$ cat config.mk
export PLATFORM = sky130hd
export DESIGN_NAME = div_issue_ctrl
export DESIGN_NICKNAME = d
export VERILOG_FILES = /design/src/rtl/div_issue_ctrl.sv
export SDC_FILE = /design/constraint.sdc
export NUM_CORES = 1
export LEC_CHECK = 0
export ABC_AREA = 1
export CAP_MARGIN = 20
export CORE_MARGIN = 3
export CORE_UTILIZATION = 42
export DETAILED_ROUTE_END_ITERATION = 12
export PLACE_DENSITY = 0.81
export SYNTH_ARGS = -nofsm -noshare
export SYNTH_HDL_FRONTEND = slang
export SYNTH_SLANG_ARGS = --single-unit
$ cat constraint.sdc
create_clock -name clk -period 1.9 [get_ports clk]
set_input_delay 0.38 -clock clk [delete_from_list [all_inputs] [get_ports clk]]
set_output_delay 0.38 -clock clk [all_outputs]
set_load 0.02 [all_outputs]
$ cat src/rtl/div_issue_ctrl.sv
// rtl/div_issue_ctrl.sv - single-op issue/complete sequencer for the SP Divider
// Optional special-operand bypass: define DIV_BYPASS_SPECIAL_EN.
module div_issue_ctrl #(
  parameter int EN_CYCLES = 2,
  parameter int TIMEOUT   = 64
) (
  input  logic        clk,
  input  logic        reset,
  input  logic        in_valid,
  output logic        in_ready,
  input  logic [31:0] in_a,
  input  logic [31:0] in_b,
  output logic [31:0] div_A,
  output logic [31:0] div_B,
  output logic        div_En,
  input  logic [31:0] div_Result,
  input  logic        div_Ready,
  input  logic        div_NaN,
  output logic        out_valid,
  input  logic        out_ready,
  output logic [31:0] out_result,
  output logic        out_nan,
  output logic        out_timeout
);

  localparam logic [31:0] QNAN      = 32'h7FC00000;
  localparam logic [7:0]  EN_LAST   = 8'(EN_CYCLES - 1);
  localparam logic [7:0]  TMO_LAST  = 8'(TIMEOUT - 1);

  typedef enum logic [1:0] {IDLE, ISSUE, WAIT, DONE} state_t;

  state_t      r_state;
  logic [7:0]  r_cnt;
  logic        r_rdy_q;
  logic        r_in_ready;
  logic [31:0] r_div_a;
  logic [31:0] r_div_b;
  logic        r_div_en;
  logic        r_out_valid;
  logic [31:0] r_out_result;
  logic        r_out_nan;
  logic        r_out_timeout;

  logic        w_accept;
  logic        w_event;
  logic        w_special;
  logic [31:0] w_spec_result;
  logic        w_spec_nan;

  assign w_accept = in_valid & r_in_ready;
  // Ready is a level that may linger from the previous op, so only its rising edge counts.
  assign w_event  = (div_Ready & ~r_rdy_q) | div_NaN;

`ifdef DIV_BYPASS_SPECIAL_EN
  logic w_a_nan, w_b_nan, w_a_inf, w_b_inf, w_a_zero, w_b_zero, w_sign;

  always_comb begin
    w_a_nan   = (in_a[30:23] == 8'hFF) && (in_a[22:0] != 23'd0);
    w_b_nan   = (in_b[30:23] == 8'hFF) && (in_b[22:0] != 23'd0);
    w_a_inf   = (in_a[30:23] == 8'hFF) && (in_a[22:0] == 23'd0);
    w_b_inf   = (in_b[30:23] == 8'hFF) && (in_b[22:0] == 23'd0);
    w_a_zero  = (in_a[30:0] == 31'd0);
    w_b_zero  = (in_b[30:0] == 31'd0);
    w_sign    = in_a[31] ^ in_b[31];
    w_special = 1'b1;
    w_spec_nan = 1'b0;
    w_spec_result = 32'd0;
    if (w_a_nan || w_b_nan || (w_a_zero && w_b_zero) || (w_a_inf && w_b_inf)) begin
      w_spec_result = QNAN;
      w_spec_nan    = 1'b1;
    end else if (w_b_zero || w_a_inf) begin
      w_spec_result = {w_sign, 8'hFF, 23'd0};
    end else if (w_a_zero || w_b_inf) begin
      w_spec_result = {w_sign, 31'd0};
    end else begin
      w_special = 1'b0;
    end
  end
`else
  assign w_special     = 1'b0;
  assign w_spec_result = 32'd0;
  assign w_spec_nan    = 1'b0;
`endif

  always_ff @(posedge clk or negedge reset) begin
    if (!reset) begin
      r_state       <= IDLE;
      r_cnt         <= 8'd0;
      r_rdy_q       <= 1'b0;
      r_in_ready    <= 1'b1;
      r_div_a       <= 32'd0;
      r_div_b       <= 32'd0;
      r_div_en      <= 1'b0;
      r_out_valid   <= 1'b0;
      r_out_result  <= 32'd0;
      r_out_nan     <= 1'b0;
      r_out_timeout <= 1'b0;
    end else begin
      r_rdy_q <= div_Ready;
      case (r_state)
        IDLE: begin
          if (w_accept) begin
            r_div_a    <= in_a;
            r_div_b    <= in_b;
            r_cnt      <= 8'd0;
            r_in_ready <= 1'b0;
            if (w_special) begin
              r_out_result  <= w_spec_result;
              r_out_nan     <= w_spec_nan;
              r_out_timeout <= 1'b0;
              r_out_valid   <= 1'b1;
              r_state       <= DONE;
            end else begin
              r_div_en <= 1'b1;
              r_state  <= ISSUE;
            end
          end
        end
        ISSUE: begin
          if (r_cnt == EN_LAST) begin
            r_div_en <= 1'b0;
            r_cnt    <= 8'd0;
            r_state  <= WAIT;
          end else begin
            r_cnt <= r_cnt + 8'd1;
          end
        end
        WAIT: begin
          if (w_event) begin
            r_out_result  <= div_Result;
            r_out_nan     <= div_NaN;
            r_out_timeout <= 1'b0;
            r_out_valid   <= 1'b1;
            r_state       <= DONE;
          end else if (r_cnt == TMO_LAST) begin
            r_out_result  <= QNAN;
            r_out_nan     <= 1'b1;
            r_out_timeout <= 1'b1;
            r_out_valid   <= 1'b1;
            r_state       <= DONE;
          end else begin
            r_cnt <= r_cnt + 8'd1;
          end
        end
        DONE: begin
          if (out_ready) begin
            r_out_valid <= 1'b0;
            r_in_ready  <= 1'b1;
            r_state     <= IDLE;
          end
        end
        default: r_state <= IDLE;
      endcase
    end
  end

  assign in_ready    = r_in_ready;
  assign div_A       = r_div_a;
  assign div_B       = r_div_b;
  assign div_En      = r_div_en;
  assign out_valid   = r_out_valid;
  assign out_result  = r_out_result;
  assign out_nan     = r_out_nan;
  assign out_timeout = r_out_timeout;

endmodule

==> results.yml <==
grt:
  antenna_found_initial: 0
  grt_max_degree: 113
  first_global_vias: 4279
  grt_pass1_wl_mm: 20.7
  grt.total_usage_pct: 20.1
  overflow: 0
timing:
  drv_slew: 0
  finalCriticalPeriod_ns: 1.77
  max_freq_mhz: 564
  setup_tns_ns: 0
  maxSlewHeadroom_pct: 61.4
  finalClockSkew_ns: 0.0145
  setup_violations: 0
  hold_viol: 0
  worstMarginPinSlew_ns: 0.579
  finalCritPeriodShare_pct: 93.2
  grt_setup_unrepaired: "no"
cts:
  cts_buffers: 9
  cts_tree: "done"
  path_clk_slew_ns: 0.11
  cts_sinks: 112
  cts_root_buf: "clkbuf_8"
  htreeDepth: 3
  cts_setup_buffers: 0
  clock_latency_ns: 0.37
  cts_max_path_buffers: 2
pwr:
  max-vdd-ir-drop_v: 0.000723
  p_per_area_nw_per_um2: 1580
  leakagePower_nw: 3.48
  power_mw: 11.1
cells_and_area:
  post-route-util_pct: 64.9
  layout-drive-gt1-share_pct: 6.55
  area_delta_synth_final_pct: 49.8
  layout_common_cells: "307 x nand2_1, 200 x clkdlybuf4s50_1, 111 x dfrtp_1"
  layout_commonest_cell: "nand2_1"
  nFillCells: 885
  stdcell_count: 888
  fin_nets: 851
  insertedDiodeCount: 0
  final_area_um2: 7070
synthesis:
  ys_warn_count: 0
  synthesis.nets: 654
  synth_area_um2: 4720
  ys_seq_area_share_pct: 59.4
  avgSynthCellArea_um2: 8.64
  ys_types: 30
  ys_seq_elements: 112
  postSynthCellCount: 546
floorplanning:
  die_width_um: 112
  num_rows: 38
  ioPinCount: 203
  initial_core_util_pct: 43.3
  die_y_um: 112
  core_um2: 10900
  die_area_um2: 12500
setup_path:
  cp_max_fo: 2
  cp-start-kind: "flop"
  critical_path_arrival_ns: 1.39
  path_class: "flop to output pin"
  endpoint_kind: "output pin"
  cp.required_ns: 1.52
  max_stage_delay_ns: 0.65
  slowest_stage: "clkdlybuf4s50_1"
  path_cells: "clkdlybuf4s50_1"
  path_delay_family: "buffers and inverters"
  crit_buf_inv: 1
  rrSetupSlack_ns: 0.22
placed_design:
  placed_cells_incl_taps: 872
  io_buffers: 202
  place.gp.congestion: 0.873
  dpl_cell_area_um2: 6880
  hpwl_mm: 9.09
worst_hold_path:
  hold_class: "primary input to asynchronous set/reset pin"
drt:
  wl_per_cell_um: 14.2
  drc: 0
  drtAntennaViolNets: 0
  vias: 4219
  first_pass_iters: 4
  vias_per_cell: 4.75
  drt_iter0_markers: 264
  totalWireLength_mm: 12.6
job:
  drv_cap: 0
run_status:
  status: "complete, no violations"
cell usage after synthesis:
| library cell | n | area, um2 |
|---|---|---|
| o22a_1 | 8 | 70.1 |
| dfstp_2 | 1 | 26.3 |
| buf_6 | 2 | 22.5 |
| nor2_4 | 2 | 22.5 |
| clkbuf_1 | 8 | 30.0 |
| inv_1 | 18 | 67.6 |
| a21oi_1 | 1 | 5.00 |
| nand2_1 | 307 | 1150 |
| nor3b_1 | 1 | 7.51 |
| ha_1 | 6 | 75.1 |
| buf_4 | 3 | 22.5 |
| inv_4 | 1 | 6.26 |
| o21a_1 | 1 | 7.51 |
| o211ai_1 | 2 | 15.0 |
| or2_2 | 2 | 12.5 |
| xor2_1 | 1 | 8.76 |
| nand2_2 | 11 | 68.8 |
| nor3_1 | 1 | 5.00 |
| nand4_4 | 1 | 21.3 |
| inv_2 | 3 | 11.3 |
| dfrtp_1 | 111 | 2780 |
| nand3_1 | 23 | 115 |
| clkinv_2 | 1 | 5.00 |
| nor2_1 | 12 | 45.0 |
| o21ai_0 | 7 | 35.0 |
| o21ai_1 | 1 | 5.00 |
| nand3_2 | 1 | 10.0 |
| buf_8 | 1 | 15.0 |
| buf_2 | 8 | 40.0 |
| nand2_4 | 1 | 11.3 |
registers in the layout, indices dropped and copies added (netlist names):
signal	count
div_A	32
div_B	32
out_result	32
r_cnt	8
r_state	2
div_En	1
in_ready	1
out_nan	1
out_timeout	1
out_valid	1
r_rdy_q	1
cells by family after synthesis:
family,after synthesis,synth area share [%]
and+or+nand+nor,362,31.2
DFF,112,59.4
buffers and inverters,45,4.67
AOI/OAI and AO/OA,20,2.92
adders and majority gates,6,1.59
xor gates and xnor gates,1,0.186
per-stage QoR:
step,setup WS [ns],hold WS (ns)
2_1_floorplan,0.471,0.0844
3_3_place_gp,0.0543,0.453
3_5_place_dp,-0.0225,0.458
4_1_cts,0.0957,0.0936
5_1_grt,0.0584,0.110
6_report,0.128,0.0772
per-layer routing:
metal	wire length, um	track usage [%]	part of all wire, %
met5	0	0	0
met4	178	5.85	1.4
met3	1160	7.01	9.2
met2	6020	32.7	48
met1	5210	25.6	41
final cells by class:
| class | instances | area [um2] | area share, % |
|---|---|---|---|
| clock buffer | 9 | 124 | 1.75 |
| clock inverter | 7 | 58.8 | 0.832 |
| inverter | 23 | 92.6 | 1.31 |
| multi-input combinational | 389 | 1700 | 24.0 |
| sequential | 112 | 2800 | 39.7 |
| tap | 140 | 175 | 2.48 |
| timing repair buffer | 208 | 2110 | 29.9 |
repair_timing:
| item | CTS | global route |
|---|---|---|
| endpoints found under the setup margin | 1 | 22 |
| resized for setup | 1 | 2 |
| hold buffers | 0 | 0 |
| hold endpoints to repair | 0 | 0 |
power by group:
part           switching, mW  leakage, nW  internal (mW)
Sequential             0.611         1.40           3.40
Combinational           3.17         1.99           2.63
Clock                  0.836       0.0884          0.491
Total                   4.61         3.48           6.52
worst paths after layout:
kind,end,cells after the start,from
max reg2reg,out_result[13]$_DFFE_PN0P_,7,r_state[0]$_DFFE_PN0P_
min in group clk,r_rdy_q$_DFF_PN0_,1,div_Ready
max in group asynchronous,div_A[8]$_DFFE_PN0P_,2,reset
max,out_result[27],1,out_result[27]$_DFFE_PN0P_
min reg2reg,out_result[1]$_DFFE_PN0P_,2,out_result[1]$_DFFE_PN0P_
min,out_result[29]$_DFFE_PN0P_,2,reset
(Power assumes the default switching activity.)
